$ cat src/rtl/ahbl_uart_slave_if.sv
`default_nettype none
// ============================================================================
// Module   : ahbl_uart_slave_if
// Brief    : AHB-lite bus bundle between the system decoder and the UART slave.
// Revision : 1.0 - initial release
// ============================================================================
interface ahbl_uart_slave_if;
    logic        HSEL;
    logic [31:0] HADDR;
    logic [1:0]  HTRANS;
    logic        HWRITE;
    logic [2:0]  HSIZE;
    logic [31:0] HWDATA;
    logic        HREADY;
    logic        HREADYOUT;
    logic [31:0] HRDATA;

    modport master (
        output HSEL, HADDR, HTRANS, HWRITE, HSIZE, HWDATA, HREADY,
        input  HREADYOUT, HRDATA
    );

    modport slave (
        input  HSEL, HADDR, HTRANS, HWRITE, HSIZE, HWDATA, HREADY,
        output HREADYOUT, HRDATA
    );
endinterface
`default_nettype wire

$ cat src/rtl/ahbl_uart_slave.sv
`default_nettype none
// ============================================================================
// Module   : ahbl_uart_slave
// Brief    : Zero-wait-state AHB-lite UART (8N1) with TX/RX FIFOs and level IRQ.
// Revision : 1.0 - initial release
// ============================================================================
module ahbl_uart_slave #(
    parameter int unsigned FIFO_DEPTH       = 16,
    parameter logic [15:0] DEFAULT_PRESCALE = 16'd103
) (
    input  wire              HCLK,
    input  wire              HRESETn,
    ahbl_uart_slave_if.slave bus,
    input  wire              RX,
    output logic             TX,
    output logic             IRQ
);
    localparam int unsigned AW = $clog2(FIFO_DEPTH);

    typedef enum logic [1:0] {S_IDLE = 2'd0, S_START = 2'd1, S_DATA = 2'd2, S_STOP = 2'd3} state_t;

    logic        dp_valid_q, dp_valid_d, dp_write_q, dp_write_d;
    logic [1:0]  dp_addr_q, dp_addr_d;
    logic [3:0]  ctrl_q, ctrl_d;
    logic [15:0] prescale_q, prescale_d;
    logic        ovr_q, ovr_d, fe_q, fe_d, irq_q, irq_d;

    logic [7:0]  tx_mem_q [FIFO_DEPTH];
    logic [7:0]  rx_mem_q [FIFO_DEPTH];
    logic [AW:0] tx_wp_q, tx_wp_d, tx_rp_q, tx_rp_d;
    logic [AW:0] rx_wp_q, rx_wp_d, rx_rp_q, rx_rp_d;

    state_t      tx_state_q, tx_state_d, rx_state_q, rx_state_d;
    logic [15:0] tx_cnt_q, tx_cnt_d, rx_cnt_q, rx_cnt_d;
    logic [7:0]  tx_sh_q, tx_sh_d, rx_sh_q, rx_sh_d;
    logic [2:0]  tx_bit_q, tx_bit_d, rx_bit_q, rx_bit_d;
    logic        tx_q, tx_d;
    logic [2:0]  rx_sync_q, rx_sync_d;

    logic        w_wr_data, w_wr_stat, w_wr_pres, w_wr_ctrl, w_rd_data;
    logic        w_tx_empty, w_tx_full, w_rx_empty, w_rx_full;
    logic        w_tx_push, w_tx_pop, w_rx_push_req, w_rx_push, w_rx_pop;
    logic        w_rx_ovr_set, w_rx_fe_set, w_tx_busy, w_rx_bit, w_rx_fall;
    logic [7:0]  w_tx_head, w_rx_head;
    logic [16:0] w_half;
    logic [15:0] w_half_cnt;
    logic [31:0] w_status, w_rdata;
    logic        unused_bits;

    assign unused_bits = ^{bus.HADDR[31:4], bus.HADDR[1:0], bus.HSIZE, bus.HWDATA[31:16]};

    assign w_wr_data = dp_valid_q &  dp_write_q & (dp_addr_q == 2'd0);
    assign w_wr_stat = dp_valid_q &  dp_write_q & (dp_addr_q == 2'd1);
    assign w_wr_pres = dp_valid_q &  dp_write_q & (dp_addr_q == 2'd2);
    assign w_wr_ctrl = dp_valid_q &  dp_write_q & (dp_addr_q == 2'd3);
    assign w_rd_data = dp_valid_q & ~dp_write_q & (dp_addr_q == 2'd0);

    // Extra MSB on each pointer separates full (MSBs differ) from empty.
    assign w_tx_empty = (tx_wp_q == tx_rp_q);
    assign w_tx_full  = (tx_wp_q[AW] != tx_rp_q[AW]) && (tx_wp_q[AW-1:0] == tx_rp_q[AW-1:0]);
    assign w_rx_empty = (rx_wp_q == rx_rp_q);
    assign w_rx_full  = (rx_wp_q[AW] != rx_rp_q[AW]) && (rx_wp_q[AW-1:0] == rx_rp_q[AW-1:0]);
    assign w_tx_head  = tx_mem_q[tx_rp_q[AW-1:0]];
    assign w_rx_head  = rx_mem_q[rx_rp_q[AW-1:0]];

    assign w_tx_push    = w_wr_data & (~w_tx_full | w_tx_pop);
    assign w_rx_pop     = w_rd_data & ~w_rx_empty;
    assign w_rx_push    = w_rx_push_req & (~w_rx_full | w_rx_pop);
    assign w_rx_ovr_set = w_rx_push_req & w_rx_full & ~w_rx_pop;

    assign w_tx_busy  = (tx_state_q != S_IDLE);
    assign w_rx_bit   = rx_sync_q[1];
    assign w_rx_fall  = rx_sync_q[2] & ~rx_sync_q[1];
    assign w_half     = ({1'b0, prescale_q} + 17'd1) >> 1;
    assign w_half_cnt = (w_half == 17'd0) ? 16'd0 : 16'(w_half - 17'd1);

    assign w_status = {25'd0, w_tx_busy, fe_q, ovr_q, w_rx_empty, w_rx_full, w_tx_empty, w_tx_full};

    always_comb begin
        w_rdata = 32'd0;
        if (dp_valid_q && !dp_write_q) begin
            case (dp_addr_q)
                2'd0:    w_rdata = w_rx_empty ? 32'd0 : {24'd0, w_rx_head};
                2'd1:    w_rdata = w_status;
                2'd2:    w_rdata = {16'd0, prescale_q};
                default: w_rdata = {28'd0, ctrl_q};
            endcase
        end
    end

    assign bus.HRDATA    = w_rdata;
    assign bus.HREADYOUT = 1'b1;
    assign TX            = tx_q;
    assign IRQ           = irq_q;

    always_comb begin
        dp_valid_d = bus.HSEL & bus.HREADY & bus.HTRANS[1];
        dp_write_d = bus.HWRITE;
        dp_addr_d  = bus.HADDR[3:2];
        ctrl_d     = w_wr_ctrl ? bus.HWDATA[3:0]  : ctrl_q;
        prescale_d = w_wr_pres ? bus.HWDATA[15:0] : prescale_q;
        ovr_d      = (ovr_q & ~(w_wr_stat & bus.HWDATA[4])) | w_rx_ovr_set;
        fe_d       = (fe_q  & ~(w_wr_stat & bus.HWDATA[5])) | w_rx_fe_set;
        irq_d      = (ctrl_q[2] & ~w_rx_empty) | (ctrl_q[3] & w_tx_empty);
        tx_wp_d    = tx_wp_q + {{AW{1'b0}}, w_tx_push};
        tx_rp_d    = tx_rp_q + {{AW{1'b0}}, w_tx_pop};
        rx_wp_d    = rx_wp_q + {{AW{1'b0}}, w_rx_push};
        rx_rp_d    = rx_rp_q + {{AW{1'b0}}, w_rx_pop};
        rx_sync_d  = {rx_sync_q[1:0], RX};
    end

    // A pop in STOP chains straight into the next START with no idle bit.
    always_comb begin
        tx_state_d = tx_state_q;
        tx_cnt_d   = tx_cnt_q;
        tx_sh_d    = tx_sh_q;
        tx_bit_d   = tx_bit_q;
        tx_d       = tx_q;
        w_tx_pop   = 1'b0;
        case (tx_state_q)
            S_START: begin
                if (tx_cnt_q == 16'd0) begin
                    tx_cnt_d   = prescale_q;
                    tx_bit_d   = 3'd0;
                    tx_d       = tx_sh_q[0];
                    tx_state_d = S_DATA;
                end else begin
                    tx_cnt_d = tx_cnt_q - 16'd1;
                end
            end
            S_DATA: begin
                if (tx_cnt_q == 16'd0) begin
                    tx_cnt_d = prescale_q;
                    tx_bit_d = tx_bit_q + 3'd1;
                    tx_sh_d  = {1'b0, tx_sh_q[7:1]};
                    tx_d     = tx_sh_q[1];
                    if (tx_bit_q == 3'd7) begin
                        tx_d       = 1'b1;
                        tx_state_d = S_STOP;
                    end
                end else begin
                    tx_cnt_d = tx_cnt_q - 16'd1;
                end
            end
            S_STOP: begin
                if (tx_cnt_q != 16'd0) begin
                    tx_cnt_d = tx_cnt_q - 16'd1;
                end else if (ctrl_q[0] && !w_tx_empty) begin
                    w_tx_pop   = 1'b1;
                    tx_sh_d    = w_tx_head;
                    tx_cnt_d   = prescale_q;
                    tx_d       = 1'b0;
                    tx_state_d = S_START;
                end else begin
                    tx_d       = 1'b1;
                    tx_state_d = S_IDLE;
                end
            end
            default: begin
                tx_d = 1'b1;
                if (ctrl_q[0] && !w_tx_empty) begin
                    w_tx_pop   = 1'b1;
                    tx_sh_d    = w_tx_head;
                    tx_cnt_d   = prescale_q;
                    tx_d       = 1'b0;
                    tx_state_d = S_START;
                end
            end
        endcase
    end

    always_comb begin
        rx_state_d    = rx_state_q;
        rx_cnt_d      = rx_cnt_q;
        rx_sh_d       = rx_sh_q;
        rx_bit_d      = rx_bit_q;
        w_rx_push_req = 1'b0;
        w_rx_fe_set   = 1'b0;
        case (rx_state_q)
            S_START: begin
                if (rx_cnt_q != 16'd0) begin
                    rx_cnt_d = rx_cnt_q - 16'd1;
                end else if (w_rx_bit) begin
                    rx_state_d = S_IDLE;
                end else begin
                    rx_cnt_d   = prescale_q;
                    rx_bit_d   = 3'd0;
                    rx_state_d = S_DATA;
                end
            end
            S_DATA: begin
                if (rx_cnt_q != 16'd0) begin
                    rx_cnt_d = rx_cnt_q - 16'd1;
                end else begin
                    rx_sh_d  = {w_rx_bit, rx_sh_q[7:1]};
                    rx_cnt_d = prescale_q;
                    rx_bit_d = rx_bit_q + 3'd1;
                    if (rx_bit_q == 3'd7) rx_state_d = S_STOP;
                end
            end
            S_STOP: begin
                if (rx_cnt_q != 16'd0) begin
                    rx_cnt_d = rx_cnt_q - 16'd1;
                end else begin
                    w_rx_push_req = w_rx_bit;
                    w_rx_fe_set   = ~w_rx_bit;
                    rx_state_d    = S_IDLE;
                end
            end
            default: begin
                if (ctrl_q[1] && w_rx_fall) begin
                    rx_cnt_d   = w_half_cnt;
                    rx_state_d = S_START;
                end
            end
        endcase
    end

    always_ff @(posedge HCLK) begin
        if (w_tx_push) tx_mem_q[tx_wp_q[AW-1:0]] <= bus.HWDATA[7:0];
        if (w_rx_push) rx_mem_q[rx_wp_q[AW-1:0]] <= rx_sh_q;
    end

    always_ff @(posedge HCLK or negedge HRESETn) begin
        if (!HRESETn) begin
            dp_valid_q <= 1'b0;
            dp_write_q <= 1'b0;
            dp_addr_q  <= 2'd0;
            ctrl_q     <= 4'd0;
            prescale_q <= DEFAULT_PRESCALE;
            ovr_q      <= 1'b0;
            fe_q       <= 1'b0;
            irq_q      <= 1'b0;
            tx_wp_q    <= '0;
            tx_rp_q    <= '0;
            rx_wp_q    <= '0;
            rx_rp_q    <= '0;
            tx_state_q <= S_IDLE;
            tx_cnt_q   <= 16'd0;
            tx_sh_q    <= 8'd0;
            tx_bit_q   <= 3'd0;
            tx_q       <= 1'b1;
            rx_state_q <= S_IDLE;
            rx_cnt_q   <= 16'd0;
            rx_sh_q    <= 8'd0;
            rx_bit_q   <= 3'd0;
            rx_sync_q  <= 3'b111;
        end else begin
            dp_valid_q <= dp_valid_d;
            dp_write_q <= dp_write_d;
            dp_addr_q  <= dp_addr_d;
            ctrl_q     <= ctrl_d;
            prescale_q <= prescale_d;
            ovr_q      <= ovr_d;
            fe_q       <= fe_d;
            irq_q      <= irq_d;
            tx_wp_q    <= tx_wp_d;
            tx_rp_q    <= tx_rp_d;
            rx_wp_q    <= rx_wp_d;
            rx_rp_q    <= rx_rp_d;
            tx_state_q <= tx_state_d;
            tx_cnt_q   <= tx_cnt_d;
            tx_sh_q    <= tx_sh_d;
            tx_bit_q   <= tx_bit_d;
            tx_q       <= tx_d;
            rx_state_q <= rx_state_d;
            rx_cnt_q   <= rx_cnt_d;
            rx_sh_q    <= rx_sh_d;
            rx_bit_q   <= rx_bit_d;
            rx_sync_q  <= rx_sync_d;
        end
    end
endmodule
`default_nettype wire

$ cat src/flat_wrapper.sv
// flat-port wrapper written by rule: the top's interface ports become plain ports
module ahbl_uart_slave_flat 
#(
    parameter int unsigned FIFO_DEPTH       = 16,
    parameter logic [15:0] DEFAULT_PRESCALE = 16'd103
)
  (HCLK, HRESETn, RX, TX, IRQ, bus_HSEL, bus_HADDR, bus_HTRANS, bus_HWRITE, bus_HSIZE, bus_HWDATA, bus_HREADY, bus_HREADYOUT, bus_HRDATA);
  ahbl_uart_slave_if bus_i ();
  input  wire HCLK;
  input  wire HRESETn;
  input  wire RX;
  output logic TX;
  output logic IRQ;
  input wire logic [$bits(bus_i.HSEL)-1:0] bus_HSEL;
  input wire logic [$bits(bus_i.HADDR)-1:0] bus_HADDR;
  input wire logic [$bits(bus_i.HTRANS)-1:0] bus_HTRANS;
  input wire logic [$bits(bus_i.HWRITE)-1:0] bus_HWRITE;
  input wire logic [$bits(bus_i.HSIZE)-1:0] bus_HSIZE;
  input wire logic [$bits(bus_i.HWDATA)-1:0] bus_HWDATA;
  input wire logic [$bits(bus_i.HREADY)-1:0] bus_HREADY;
  output wire logic [$bits(bus_i.HREADYOUT)-1:0] bus_HREADYOUT;
  output wire logic [$bits(bus_i.HRDATA)-1:0] bus_HRDATA;
  assign bus_i.HSEL = bus_HSEL;
  assign bus_i.HADDR = bus_HADDR;
  assign bus_i.HTRANS = bus_HTRANS;
  assign bus_i.HWRITE = bus_HWRITE;
  assign bus_i.HSIZE = bus_HSIZE;
  assign bus_i.HWDATA = bus_HWDATA;
  assign bus_i.HREADY = bus_HREADY;
  assign bus_HREADYOUT = bus_i.HREADYOUT;
  assign bus_HRDATA = bus_i.HRDATA;
  ahbl_uart_slave #(.FIFO_DEPTH(FIFO_DEPTH), .DEFAULT_PRESCALE(DEFAULT_PRESCALE)) u_core (.HCLK(HCLK), .HRESETn(HRESETn), .bus(bus_i), .RX(RX), .TX(TX), .IRQ(IRQ));
endmodule
$ cat config.mk
export PLATFORM = sky130hd
export DESIGN_NAME = ahbl_uart_slave_flat
export DESIGN_NICKNAME = d
export VERILOG_FILES = /design/src/rtl/ahbl_uart_slave_if.sv /design/src/rtl/ahbl_uart_slave.sv /design/src/flat_wrapper.sv
export SDC_FILE = /design/constraint.sdc
export NUM_CORES = 1
export LEC_CHECK = 0
export BUFFER_PORTS_ARGS = -buffer_cell sky130_fd_sc_hd__buf_2
export CORE_MARGIN = 2
export CORE_UTILIZATION = 50
export DETAILED_ROUTE_END_ITERATION = 8
export GPL_TIMING_DRIVEN = 0
export PLACE_DENSITY_LB_ADDON = 0.12
export SLEW_MARGIN = 10
export SYNTH_ARGS = -nofsm -noshare
export SYNTH_HDL_FRONTEND = slang
export SYNTH_SLANG_ARGS = --single-unit
$ cat constraint.sdc
create_clock -name HCLK -period 8.8 [get_ports HCLK]
set_clock_uncertainty 0.15 [all_clocks]
set_input_delay 1.76 -clock HCLK [delete_from_list [all_inputs] [get_ports HCLK]]
set_output_delay 1.76 -clock HCLK [all_outputs]
set_load 0.005 [all_outputs]
-- After elaboration in Yosys (flattened, before gate mapping)
Memory sizes are Yosys's and may differ from the RTL's.
Cells that the tools add are included.
- $add $sub $neg: 10
- multipliers: 0
- div/mod/pow operators: 0
- $lt $le $gt $ge: 0
- eq/ne operators: 28
- shift operators: 0
- multiplexer cells: 56
- bitwise gates (word level): 36
- reduce and logical (&&, ||, !) cells: 26
- operators with widths (operator ; number):
    2-to-1 mux 16 bit ; 9
    one-hot mux 32 bit (3 select lines) ; 1
    one-hot mux 16 bit (3 select lines) ; 1
    subtractor 16 x 1 -> 16 bit, second input constant ; 3
    2-to-1 mux 32 bit ; 1
    2-to-1 mux 8 bit ; 4
    one-hot mux 16 bit (2 select lines) ; 1
    nonzero test 16 bit ; 2
    one-hot mux 8 bit (3 select lines) ; 1
    2-to-1 mux 2 bit ; 11
    bitwise AND 1 bit ; 21
    adder 5 x 1 -> 5 bit ; 4
    adder 16 x 1 -> 17 bit, second input constant ; 1
    zero test 17 bit ; 1
    zero test 16 bit ; 1
    2-to-1 mux 1 bit ; 16
    2-to-1 mux 3 bit ; 5
    equality test 2 bit, second input constant ; 6
    one-hot mux 2 bit (3 select lines) ; 2
    one-hot mux 3 bit (2 select lines) ; 2
    AND reduction 3 bit ; 4
    equality test 5 bit ; 2
    != test 2 x 1 -> 1 bit, second input constant ; 5
    != test 2 bit, second input constant ; 5
    other kinds (19) ; 47
- bits in registers: 109
- bits in latches: 0
- RAM bits: 256
- bits in read-only memories: 0
- word-level logic and storage cells: 180
- memories kept: 2
- memories (name ; depth ; bits a word ; rd ports ; clocked after Yosys merged registers in ; wr ports ; line ; source):
    u_core.rx_mem_q ; 16 ; 8 ; 1 ; 0 ; 1 ; ahbl_uart_slave.sv:29 ; logic [7:0] rx_mem_q [FIFO_DEPTH];
    u_core.tx_mem_q ; 16 ; 8 ; 1 ; 0 ; 1 ; ahbl_uart_slave.sv:28 ; logic [7:0] tx_mem_q [FIFO_DEPTH];

-- Longest topological paths before layout
- depth after elaboration: 10
- mapped depth: 15
- depth with buffers taken out: 14

-- Least setup slack after synthesis
OpenSTA, ideal clock, no wires.
- path kind: register to output
- start: reg u_core.rx_rp_q[0]
- end: out bus_HRDATA[2]
- arrival: 2527 ps
- setup slack: 4363 ps
- cell stages (with the launch flop): 8
- path buffers: 2
- path through: dfrtp_1 > clkbuf_1 > buf_1 > mux4_2 > mux4_2 > nor2b_1 > a211oi_1 > nor3_1
- longest elaborated chain between the ends: 4
- ends and longest elaborated chain (what ; line ; source):
    from (decl) ; ahbl_uart_slave.sv:31 ; logic [AW:0] rx_wp_q, rx_wp_d, rx_rp_q, rx_rp_d;
    from (signal assigned) ; ahbl_uart_slave.sv:260 ; rx_rp_q <= rx_rp_d;
    memory read (16 x 8 bit) (tied with other cells) ; n/a ;
    2-to-1 mux 8 bit or logical AND 1 bit (tied branches) ; ahbl_uart_slave.sv:83, ahbl_uart_slave.sv:62 ;
    one-hot mux 32 bit (3 select lines) (*) ; ahbl_uart_slave.sv:82 ; case (dp_addr_q)
    2-to-1 mux 32 bit (*) ; ahbl_uart_slave.sv:81 ; if (dp_valid_q && !dp_write_q) begin
    to (decl) ; flat_wrapper.sv:22 ; output wire logic [$bits(bus_i.HRDATA)-1:0] bus_HRDATA;
Every way passes the cells marked *; elsewhere a longest branch is shown, timed or not.

-- Worst setup path after layout
- start: reg u_core.rx_rp_q[0]
- end: out bus_HRDATA[1]
- longest elaborated chain between the ends: 4
- ends and longest elaborated chain (what ; line ; source):
    memory read (16 x 8 bit) or equality test 5 bit (tied branches) ; n/a ;
    2-to-1 mux 8 bit (*) ; ahbl_uart_slave.sv:83 ; 2'd0: w_rdata = w_rx_empty ? 32'd0 : {24'd0, w_rx_head};
    one-hot mux 32 bit (3 select lines) (*) ; ahbl_uart_slave.sv:82 ;
    2-to-1 mux 32 bit (*) ; ahbl_uart_slave.sv:81 ;
Marks and branches as above.

==> out/qor.yml <==
setup_path:
  r2r_slack_ns: 4.69
  cp.arrival_ns: 3.77
  start_kind: "flip-flop"
  slowest_delay_ns: 0.79
  endpoint_kind: "output port"
  crit_required_ns: 6.89
  ff2ff_path_depth: 8
  worst-path-max-fanout: 10
  critPathKind: "reg -> out"
  path_common_cell: "mux4_2"
  timing.rr.end: "u_core.rx_mem_q[4][1]"
  crit_chain: "clkbuf_1 -> buf_1 -> mux4_2 -> mux4_2 -> a221oi_1 -> a211oi_1 -> buf_2"
  critical_path.slowest_cell: "buf_1"
  r2r_start: "u_core.rx_cnt_q[6]"
yosys:
  async_reset_ff_share_pct: 29.9
  synth_edf_count: 256
  syn-instance-count: 1154
  ys_seq_area_share_pct: 62.0
  synth_cell_types: 63
  avgSynthCellArea_sq_um: 14.6
  ys_warn_count: 0
  synth_ff_type: "edfxtp_1"
  syn_area_sq_mm: 0.0168
  ys_seq_elements: 365
pwr:
  p_leak_nw: 6.89
  worst_ir_drop_vdd_mv: 0.192
  power_mw: 5.35
  power_density_mw_per_mm2: 280
routing:
  wl_um: 37800
  first_pass_iters: 5
  drc: 0
  routedWlPerCell_um: 21.8
  dr_wl_met2_um: 18000
  drtIter0Drc: 702
  via_per_inst: 5.71
  num_vias: 9919
  wl_met1_um: 17300
  antenna_left: 0
  wl_met3_um: 1630
  top_layer: "met4"
clock_network:
  post_cts_buffers: 0
  numCtsBuffers: 40
  ctsResizeCount: 0
  cts.clk_slew.worst_paths_ns: 0.06
  tritoncts: "yes"
  cts_buffer_depth: 3
  hold_buffers: 0
  clock-sinks: 365
  cts-root-buf: "clkbuf_16"
  htreeDepth: 2
  insertion_delay_ns: 0.54
placement:
  post-place-ws_ns: 3.63
  place_area_sq_mm: 0.0178
  place.gp.congestion: 0.820
  numPortBuffers: 42
  hpwl_um: 25700
grt:
  first_global_vias: 10000
  grt_use_total_pct: 22.0
  grt_pass1_wl_um: 59000
  antenna_found_initial: 0
  grt_overflow: 0
  grt_max_degree: 86
worst_hold_path:
  hold_end: "u_core.rx_sync_q[1]"
  hold_path.class: "reg -> reg"
  holdPathStages: 0
  worstHoldStart: "u_core.rx_sync_q[0]"
sta:
  setup_viol: 0
  report.final.slew_viol_count: 0
  finalHoldViolations: 0
  setup_ws_ns: 3.12
  fin_crit_sh_pct: 64.6
  rsz0062_at_grt: "false"
  fin_tns_setup_ns: 0
  tightest_slew_ns: 0.998
  period_needed_ns: 5.68
  slew_headroom_pct: 33.5
  fmax_mhz: 176
floorplan:
  dieArea_sq_mm: 0.0351
  core_area_sq_mm: 0.0333
  start_util_pct: 50.5
  core.rowCount: 67
  die_w_um: 187
  die_h_um: 187
  num_io_pins: 110
layout:
  area_growth_syn_to_layout_pct: 13.6
  final_common_cell: "edfxtp_1"
  final_area_sq_mm: 0.0191
  final_util_pct: 57.4
  layout_common_cells: "256 x edfxtp_1, 100 x dfrtp_1, 80 x mux4_2"
  fin_nets: 1359
  drive_gt1_share_pct: 23.3
  diodes: 0
status:
  status: "complete, no violations"
run:
  max_cap_viol_count: 0
-- sequential cells by signal (all words and copies together) (netlist names), 2 cells and up, named ones only --
signal / cells
u_core.tx_bit_q: 3
u_core.tx_cnt_q: 16
u_core.rx_rp_q: 5
u_core.ctrl_q: 4
u_core.rx_bit_q: 3
u_core.rx_sh_q: 8
u_core.rx_wp_q: 5
u_core.tx_wp_q: 5
u_core.tx_mem_q: 128
u_core.tx_rp_q: 5
u_core.rx_mem_q: 128
u_core.tx_sh_q: 8
u_core.rx_cnt_q: 16
u_core.tx_state_q: 2
u_core.rx_sync_q: 3
u_core.prescale_q: 16
u_core.dp_addr_q: 2
-- synthesized netlist by cell type (all sizes together) (3+ instances only) --
library cell / number / area (sq um)
and4: 3 / 26.3
nor2b: 5 / 31.3
nor3b: 4 / 30.0
nand2b: 13 / 81.3
xor2: 24 / 210
nand4: 8 / 71.3
and3: 3 / 18.8
o31ai: 3 / 22.5
mux4: 80 / 1800
nor4: 12 / 75.1
or4: 8 / 60.1
edfxtp: 256 / 7690
clkbuf: 45 / 169
nand3: 21 / 105
xnor2: 44 / 385
nand3b: 3 / 22.5
o22ai: 20 / 125
buf: 44 / 273
dfstp: 9 / 236
mux2: 31 / 349
a22o: 8 / 70.1
and2: 12 / 75.1
dfrtp: 100 / 2500
nor2: 74 / 278
or3: 9 / 61.3
o21ai: 34 / 174
a22oi: 17 / 128
a21oi: 46 / 234
ha: 26 / 325
a211oi: 4 / 30.0
a31oi: 6 / 37.5
or2: 7 / 43.8
mux2i: 26 / 260
inv: 18 / 67.6
nor3: 39 / 206
o22a: 12 / 105
nand2: 57 / 216
-- power by group --
| group | internal, mW | total, mW | switching, mW |
|---|---|---|---|
| Sequential | 1.99 | 2.11 | 0.128 |
| Combinational | 0.695 | 1.60 | 0.910 |
| Clock | 0.944 | 1.63 | 0.683 |
| Total | 3.62 | 5.35 | 1.72 |
-- metrics by stage --
| step | cells | hold WS [ns] |
|---|---|---|
| 2_1_floorplan | 1169 | 0.195 |
| 3_3_place_gp | 1659 | 0.197 |
| 3_5_place_dp | 1664 | 0.204 |
| 4_1_cts | 1738 | 0.212 |
| 5_1_grt | 1738 | 0.216 |
| 6_report | 1738 | 0.212 |
-- worst max path at each step --
| stage | cells past startpoint | endpoint | slack (ns) | startpoint |
|---|---|---|---|---|
| 4_1_cts | 7 | bus_HRDATA[1] | 3.05 | u_core.rx_rp_q[0] |
| 3_3_place_gp | 7 | bus_HRDATA[1] | 3.64 | u_core.rx_rp_q[0] |
| 5_1_grt | 7 | bus_HRDATA[1] | 2.85 | u_core.rx_rp_q[0] |
| 3_5_place_dp | 7 | bus_HRDATA[1] | 3.63 | u_core.rx_rp_q[0] |
| 6_report | 7 | bus_HRDATA[1] | 3.12 | u_core.rx_rp_q[0] |
| 2_1_floorplan | 7 | bus_HRDATA[2] | 4.36 | u_core.rx_rp_q[0] |
-- layout make-up --
type,instances,area [sq um]
Inverter,18,67.6
Sequential cell,365,10400
Clock buffer,47,1040
Tap cell,448,561
Clock inverter,27,251
Multi-Input combinational cell,697,6040
Timing Repair Buffer,47,274
Buffer,89,442
Fill cell,2684,14200
-- critical path, delay by kind of cell (launching register included) --
family,cells,cell delay [ns]
mux,2,1.17
buf+inv,3,1.33
flops,1,0.35
compound gates,2,0.36
-- kinds of logic after synthesis --
group | synth area share (%)
flops | 62.0
simple gates | 8.45
compound gates | 6.63
mux | 14.3
buf+inv | 3.03
xor+xnor | 3.54
fa+ha+maj | 1.94
other cells | 0.0447
-- routing by layer --
layer | GRT usage, % | vias to the layer above
met4 | 6.50 | 0
li1 | - | 4623
met5 | 0 | -
met1 | 32.2 | 5013
met3 | 2.72 | 53
met2 | 35.0 | 230
Note: power is estimated with default switching activity, not from simulation.
